### config.mk
export PLATFORM = sky130hd
export DESIGN_NAME = step_sequencer
export DESIGN_NICKNAME = d
export VERILOG_FILES = /design/src/rtl/step_sequencer.sv
export SDC_FILE = /design/constraint.sdc
export NUM_CORES = 1
export LEC_CHECK = 0
export CORE_MARGIN = 2
export CORE_UTILIZATION = 60
export DETAILED_ROUTE_END_ITERATION = 12
export PLACE_DENSITY = 0.85
export SYNTH_ARGS = -nofsm -noshare
export SYNTH_HDL_FRONTEND = slang
export SYNTH_SLANG_ARGS = --single-unit
### constraint.sdc
create_clock -name clk -period 3.63 [get_ports clk]
set_input_delay 0.5445 -clock clk [delete_from_list [all_inputs] [get_ports clk]]
set_output_delay 0.5445 -clock clk [all_outputs]
set_load 0.03 [all_outputs]
### src/rtl/step_sequencer.sv
// step_sequencer: programmable valve/delay step sequencer feeding the delay counter.
// Each program entry is {last, unit[2:0], delay[5:0], valves[VALVES-1:0]}.
// Optional feature: define SEQ_LOOP_EN to add a loop_cnt input that replays the program.
module step_sequencer #(
    parameter int unsigned VALVES = 8,
    parameter int unsigned DEPTH  = 16,
    parameter int unsigned AW     = 4
) (
    input  logic              clk,
    input  logic              rst,
    input  logic              prog_we,
    input  logic [AW-1:0]     prog_addr,
    input  logic [VALVES+9:0] prog_wdata,
    input  logic              run,
    input  logic              abort,
`ifdef SEQ_LOOP_EN
    input  logic [7:0]        loop_cnt,
`endif
    input  logic              count_done,
    output logic [5:0]        delay,
    output logic [2:0]        delay_unit,
    output logic              delay_start,
    output logic [VALVES-1:0] valve_out,
    output logic              busy,
    output logic              done,
    output logic              err,
    output logic [AW-1:0]     step_idx
);

    localparam int unsigned EW       = VALVES + 10;
    localparam int unsigned MAX_UNIT = 4;

    typedef enum logic [2:0] {
        S_IDLE, S_FETCH, S_ARM, S_WAIT, S_REL, S_FIN, S_ERR
    } state_t;

    state_t            state, state_d;
    logic [EW-1:0]     mem [DEPTH];
    logic [EW-1:0]     entry;
    logic [VALVES-1:0] e_valves;
    logic [5:0]        e_delay;
    logic [2:0]        e_unit;
    logic              e_last;
    logic              last_q, last_d;
    logic              end_of_pass;
    logic              active;

    logic [5:0]        delay_d;
    logic [2:0]        delay_unit_d;
    logic              delay_start_d;
    logic [VALVES-1:0] valve_out_d;
    logic              busy_d;
    logic              done_d;
    logic              err_d;
    logic [AW-1:0]     step_idx_d;

`ifdef SEQ_LOOP_EN
    logic [7:0]        loops_q, loops_d;
`endif

    // Program RAM: not reset, frozen while a sequence is running.
    always_ff @(posedge clk) begin
        if (prog_we && !busy && (32'(prog_addr) < DEPTH)) begin
            mem[prog_addr] <= prog_wdata;
        end
    end

    assign entry       = mem[step_idx];
    assign e_valves    = entry[VALVES-1:0];
    assign e_delay     = entry[VALVES+5:VALVES];
    assign e_unit      = entry[VALVES+8:VALVES+6];
    assign e_last      = entry[VALVES+9];
    assign end_of_pass = last_q || (step_idx == AW'(DEPTH - 1));
    assign active      = (state == S_FETCH) || (state == S_ARM) || (state == S_WAIT) ||
                         (state == S_REL)   || (state == S_FIN);

    // State and registered outputs.
    always_ff @(posedge clk or posedge rst) begin
        if (rst) begin
            state       <= S_IDLE;
            delay       <= '0;
            delay_unit  <= '0;
            delay_start <= 1'b0;
            valve_out   <= '0;
            busy        <= 1'b0;
            done        <= 1'b0;
            err         <= 1'b0;
            step_idx    <= '0;
            last_q      <= 1'b0;
`ifdef SEQ_LOOP_EN
            loops_q     <= '0;
`endif
        end else begin
            state       <= state_d;
            delay       <= delay_d;
            delay_unit  <= delay_unit_d;
            delay_start <= delay_start_d;
            valve_out   <= valve_out_d;
            busy        <= busy_d;
            done        <= done_d;
            err         <= err_d;
            step_idx    <= step_idx_d;
            last_q      <= last_d;
`ifdef SEQ_LOOP_EN
            loops_q     <= loops_d;
`endif
        end
    end

    // Next state and next output values; abort overrides everything while active.
    always_comb begin
        state_d       = state;
        delay_d       = delay;
        delay_unit_d  = delay_unit;
        delay_start_d = delay_start;
        valve_out_d   = valve_out;
        busy_d        = busy;
        done_d        = 1'b0;
        err_d         = err;
        step_idx_d    = step_idx;
        last_d        = last_q;
`ifdef SEQ_LOOP_EN
        loops_d       = loops_q;
`endif

        case (state)
            S_IDLE, S_ERR: begin
                if (run) begin
                    step_idx_d = '0;
                    err_d      = 1'b0;
                    busy_d     = 1'b1;
                    state_d    = S_FETCH;
`ifdef SEQ_LOOP_EN
                    loops_d    = loop_cnt;
`endif
                end
            end
            S_FETCH: begin
                valve_out_d  = e_valves;
                delay_d      = e_delay;
                delay_unit_d = e_unit;
                last_d       = e_last;
                if (e_unit > 3'(MAX_UNIT)) begin
                    err_d       = 1'b1;
                    valve_out_d = '0;
                    busy_d      = 1'b0;
                    state_d     = S_ERR;
                end else if (e_delay == 6'd0) begin
                    state_d = S_REL;
                end else begin
                    state_d = S_ARM;
                end
            end
            S_ARM: begin
                delay_start_d = 1'b1;
                state_d       = S_WAIT;
            end
            S_WAIT: begin
                if (count_done) begin
                    delay_start_d = 1'b0;
                    state_d       = S_REL;
                end
            end
            S_REL: begin
                if (end_of_pass) begin
`ifdef SEQ_LOOP_EN
                    if (loops_q != 8'd0) begin
                        loops_d    = loops_q - 8'd1;
                        step_idx_d = '0;
                        state_d    = S_FETCH;
                    end else begin
                        state_d = S_FIN;
                    end
`else
                    state_d = S_FIN;
`endif
                end else begin
                    step_idx_d = step_idx + AW'(1);
                    state_d    = S_FETCH;
                end
            end
            S_FIN: begin
                done_d  = 1'b1;
                busy_d  = 1'b0;
                state_d = S_IDLE;
            end
            default: state_d = S_IDLE;
        endcase

        if (abort && active) begin
            delay_start_d = 1'b0;
            valve_out_d   = '0;
            busy_d        = 1'b0;
            done_d        = 1'b0;
            state_d       = S_IDLE;
        end
    end

endmodule

==> results of run 1 <==
[cells in the final DEF (no fill, tap or decap), types with 4 or more instances in the layout]
master and n:
a22o_1 5, clkbuf_16 28, o21ai_1 10, mux2i_1 16, nor2_2 12, buf_4 23, clkbuf_8 5, mux4_1 16
clkdlybuf4s50_1 52, edfxtp_1 288, nand2_1 24, nor2_1 8, o21ai_0 15, clkinv_2 4, a22oi_1 7, o31ai_1 4
mux4_2 61, clkbuf_1 10, a32o_1 8, nand2b_1 11, dfrtp_1 27, nor3_2 4, mux2_2 6, a31oi_1 5
[synth_stat cells (all sizes together), types with 2 or more instances]
master  number  area [µm²]
a21o         2        15.0
a21oi        2        10.0
a22o         5        43.8
a22oi        7        52.6
a31oi        5        31.3
a32o         8        80.1
a32oi        2        17.5
and2         2        12.5
buf         20         173
clkbuf      10        37.5
dfrtp       29         726
edfxtp     288        8650
inv          3        11.3
mux2         6        67.6
mux2i       16         160
mux4        77        1790
nand2       24        90.1
nand2b      11        68.8
nand3        3        15.0
nand4        2        12.5
nand4b       2        17.5
nor2        20        75.1
nor2b        2        12.5
nor3         6        30.0
nor3b        3        22.5
o21ai       25         125
o31ai        4        30.0
or2          2        12.5
or3          2        12.5
[per-layer routing]
metal  track usage [%]  vias up  wire length [µm]
met5                 0        -                 0
met1              39.7     3369             10900
li1                  -     2640                 -
met3              5.06      100              3550
met4              11.9        0              1290
met2              42.9      550             13800
[worst reg2reg max path: cells and delay by family (launching register included)]
family / cells / cell delay, ns
mux: 1 / 0.79
compound gates: 3 / 0.90
simple gates: 2 / 0.39
flops: 1 / 0.85
[power breakdown]
part	leakage, nW	switching (mW)	internal [mW]
logic	1.14	0.898	0.795
clock network	0.459	1.24	1.75
registers	2.96	0.253	4.16
total	4.56	2.39	6.70
[registers in the layout, indices dropped and copies added (netlist names)]
name / count
delay_start: 1
step_idx: 4
valve_out: 8
delay: 6
err: 1
delay_unit: 3
mem: 288
state: 3
last_q: 1
busy: 1
done: 1
[cell type report]
type / count / area (µm²)
Clock inverter: 9 / 130
Fill cell: 1086 / 5940
Sequential cell: 317 / 9380
Inverter: 3 / 11.3
Clock buffer: 43 / 807
Tap cell: 270 / 338
Multi-Input combinational cell: 245 / 2920
Timing Repair Buffer: 79 / 768
[kinds of logic (layout without fill, tap and decap cells)]
kind of cell    after synthesis  after routing  share of synthesized area, %
fa+ha+maj                     1              1                         0.100
flops                       317            317                          75.2
simple gates                 83             83                          3.31
compound gates               62             62                          3.39
buf+inv                      33            134                          1.78
mux                          99             99                          16.2
[final timing paths]
check,depth (start not counted),startpoint,endpoint
hold / removal,2,rst,valve_out[5]
max in group asynchronous,3,rst,step_idx[1]
min in group clk,2,delay[4],delay[4]
setup / recovery,6,step_idx[0],state[1]
setup reg to reg,6,step_idx[0],state[1]
hold reg to reg,2,delay[4],delay[4]
==> flow_metrics.tcl, run 1 <==
set metrics [dict create \
    n_antenna_cell 0 \
    io_pins 53 \
    cellLeakagePower_nw 4.56 \
    place.gp.congestion 0.878 \
    synthFlopType "edfxtp_1" \
    cpPeakStageDelay_ns 0.85 \
    max-slew-margin-rel_pct 23.5 \
    worstSetupEndpointType "register" \
    fin_crit_ns 3.04 \
    slew_viol_final 0 \
    tns_ns 0 \
    path_cells "mux4_1 > a22o_1 > a221oi_1 > and3_1 > nand3_1 > a21o_1" \
    powerDensity_mw_per_mm2 633 \
    crit_type "reg -> reg" \
    synth-edff-count 288 \
    cp_num_buf_inv 0 \
    wl_per_cell_um 30.6 \
    avgViaCountPerCell 6.89 \
    tightest_slew_ns 1.14 \
    layout.cells.non_filler 966 \
    max_freq_mhz 329 \
    synthesis.nets 624 \
    hold_class "in -> async" \
    drive_above_1_share_pct 22.3 \
    post_synth.cell_area_avg_um2 21.0 \
    die_x_um 148 \
    fin_skew_ns 0.0137 \
    final_util_pct 70.7 \
    ir_worst_vdd_uv 369 \
    fin_ws_ns 0.592 \
    initial_core_util_pct 61.4 \
    p_total_mw 9.09 \
    synth-seq-area-share_pct 75.2 \
    routed_wl_um 29600 \
    synth_seq_cells 317 \
    cp-start-kind "register" \
    r2r_slack_ns 0.59 \
    first_pass_iters 5 \
    finalNetCount 703 \
    period_share_pct 83.7 \
    drtIter0Drc 861 \
    crit_family "compound AO/OA/AOI/OAI gates" \
    cts_resized 0 \
    clkSlewWorstSetupHoldPaths_ns 0.06 \
    htreeDepth 1 \
    cts_setup_buffers 0 \
    clock-sinks 317 \
    cts_tree "done" \
    required_ns 4.05 \
    die_area_mm2 0.0219 \
    post-route-drc-count 0 \
    setup-violations-final 0 \
    dp_worst_setup_slack_ns 0.709 \
    grt_pass1_wl_um 43800 \
    num_vias 6659 \
    final_cell_area_mm2 0.0144 \
    synthArstFlopShare_pct 9.15 \
    grt_max_degree 45 \
    syn-instance-count 595 \
    placed_cells 913 \
    synthToLayoutAreaGrowth_pct 15.2 \
    syn-cell-area_mm2 0.0125 \
    finalHoldViolCount 0 \
    worstSkewPairLatency_ns 0.54 \
    cts_root_buf "clkbuf_16" \
    io_buffer_count 52 \
    fp.dieH_um 148 \
    coreArea_mm2 0.0203 \
    globalRouteTotalUtil_pct 27.7 \
    cts_buffer_depth 3 \
    hpwl_um 16700 \
    hold_buffers 0 \
    maxCapViolations 0 \
    numCtsBuffers 28 \
    synth.distinct_cells 44 \
    grt_pass1_vias 6810 \
    postPlaceCellArea_mm2 0.0134 \
    status "complete, no violations" \
    rsz0062_at_grt "false" \
    antenna_found_initial 0 \
    slowest_stage "dfrtp_4" \
    critPathArrivalTime_ns 3.46 \
    row_count 52 \
    antenna_left 0 \
    holdWs_ns 0.457 \
    yosys_warnings 0 \
    cp_max_fo 36 \
    overflow 0 \
]
(Power assumes the default switching activity.)
==> inputs of run 2 (changes only) <==
clock period = 2.95 ns   (was 3.63 ns; I/O delays follow)
==> run 2 against run 1 <==
Compared with the run above: die area stayed put; core utilization is 0.97 points higher; via count is 2.5% higher; cell count is 0.83% higher; cell area is 1.4% higher; sequential share of layout area is 0.89 points lower; wire length is 6.3% higher; sequential cell count stayed put; largest cell class unchanged; largest power group unchanged.
==> flow_metrics.tcl, run 2 (synthesis results as in run 1) <==
set metrics [dict create \
    status "complete, no violations" \
    clkSlewWorstSetupHoldPaths_ns 0.07 \
    post-route-drc-count 0 \
    grt_pass1_vias 7038 \
    die_x_um 148 \
    cp_max_fo 45 \
    hold_class "in -> async" \
    period_share_pct 95.0 \
    max_freq_mhz 357 \
    max-slew-margin-rel_pct 51.8 \
    fp.dieH_um 148 \
    n_antenna_cell 0 \
    drive_above_1_share_pct 23.7 \
    critPathArrivalTime_ns 2.36 \
    rsz0062_at_grt "false" \
    coreArea_mm2 0.0203 \
    layout.cells.non_filler 974 \
    wl_per_cell_um 32.3 \
    cellLeakagePower_nw 4.66 \
    maxCapViolations 0 \
    grt_pass1_wl_um 46200 \
    routed_wl_um 31500 \
    ir_worst_vdd_uv 383 \
    setup-violations-final 0 \
    final_common_cell "edfxtp_1" \
    p_total_mw 11.6 \
    largestRegisters "mem (288), valve_out (8), delay (6)" \
    clock-sinks 317 \
    initial_core_util_pct 61.4 \
    slowest_stage "clkdlybuf4s50_1" \
    row_count 52 \
    io_buffer_count 52 \
    antenna_left 0 \
    holdWs_ns 0.275 \
    antenna_found_initial 0 \
    fill_cells 1050 \
    path_cells "buf_12 > clkdlybuf4s50_1" \
    synthToLayoutAreaGrowth_pct 16.8 \
    finalHoldViolCount 0 \
    num_vias 6823 \
    slew_viol_final 0 \
    cpPeakStageDelay_ns 0.74 \
    worstSkewPairLatency_ns 0.54 \
    drtIter0Drc 1005 \
    cts_resized 0 \
    hold_buffers 0 \
    crit_family "buffers and inverters" \
    finalNetCount 711 \
    cp_num_buf_inv 2 \
    overflow 0 \
    cts_tree "done" \
    required_ns 2.51 \
    die_area_mm2 0.0219 \
    globalRouteTotalUtil_pct 29.5 \
    cts_setup_buffers 0 \
    cp-start-kind "register" \
    placed_cells 921 \
    place.gp.congestion 0.875 \
    avgViaCountPerCell 7.01 \
    hpwl_um 16600 \
    final_util_pct 71.7 \
    tns_ns 0 \
    crit_type "reg -> out" \
    final_cell_mix "edfxtp_1, mux4_2, clkdlybuf4s50_1" \
    powerDensity_mw_per_mm2 798 \
    first_pass_iters 6 \
    fin_crit_ns 2.80 \
    fin_skew_ns 0.0121 \
    worstSetupEndpointType "output pin" \
    grt_max_degree 46 \
    numCtsBuffers 29 \
    io_pins 53 \
    cts_root_buf "clkbuf_16" \
    largest_register_ffs 288 \
    regMostFlops "mem" \
    cts_buffer_depth 3 \
    htreeDepth 1 \
    tightest_slew_ns 0.721 \
]
## run 2: cell types whose count changed in the layout (fill, tap and decap cells not counted), moves of 3 or more
cell | before | now
buf_4 | 23 | 26
clkbuf_1 | 10 | 3
clkinv_1 | 1 | 4
buf_12 | 3 | 8
clkinv_2 | 4 | 7
bufinv_16 | 3 | 7
clkbuf_8 | 5 | 1
## run 2: final cells by class
type | instances | area, µm² | area share, %
sequential | 317 | 9380 | 64.5
multi-input combinational | 245 | 2920 | 20.1
timing repair buffer | 86 | 876 | 6.02
clock buffer | 33 | 751 | 5.16
tap | 270 | 338 | 2.32
clock inverter | 20 | 277 | 1.90
inverter | 3 | 11.3 | 0.0774
## run 2: power breakdown
part	leakage (nW)	switching [mW]	total [mW]	internal [mW]
logic	1.19	1.19	2.20	1.02
registers	2.96	0.272	5.39	5.12
clock network	0.505	1.58	4.02	2.43
total	4.66	3.04	11.6	8.57
## run 2: through the flow
stage	area, µm²	setup WS, ns
4_1_cts	14600	0.111
3_3_place_gp	13500	0.413
3_5_place_dp	13500	0.370
5_1_grt	14600	0.0567
2_1_floorplan	12500	0.0465
6_report	14600	0.148
## run 2: metal layers
metal | vias up | track usage (%) | wire length [µm]
li1 | 2657 | - | -
met2 | 616 | 45.5 | 14800
met4 | 0 | 14.7 | 1660
met5 | - | 0 | 0
met1 | 3423 | 40.8 | 11000
met3 | 127 | 6.53 | 3940
## run 2: final timing paths
check                        startpoint  cells past startpoint           end  slack (ns)
setup / recovery            step_idx[0]                      2   step_idx[0]        0.15
hold / removal                      rst                      2      state[1]        0.28
setup reg to reg            step_idx[0]                      6      state[1]        0.25
hold reg to reg            valve_out[2]                      1  valve_out[2]        0.51
max in group asynchronous           rst                      3  valve_out[5]        2.07
min in group clk           valve_out[2]                      1  valve_out[2]        0.51
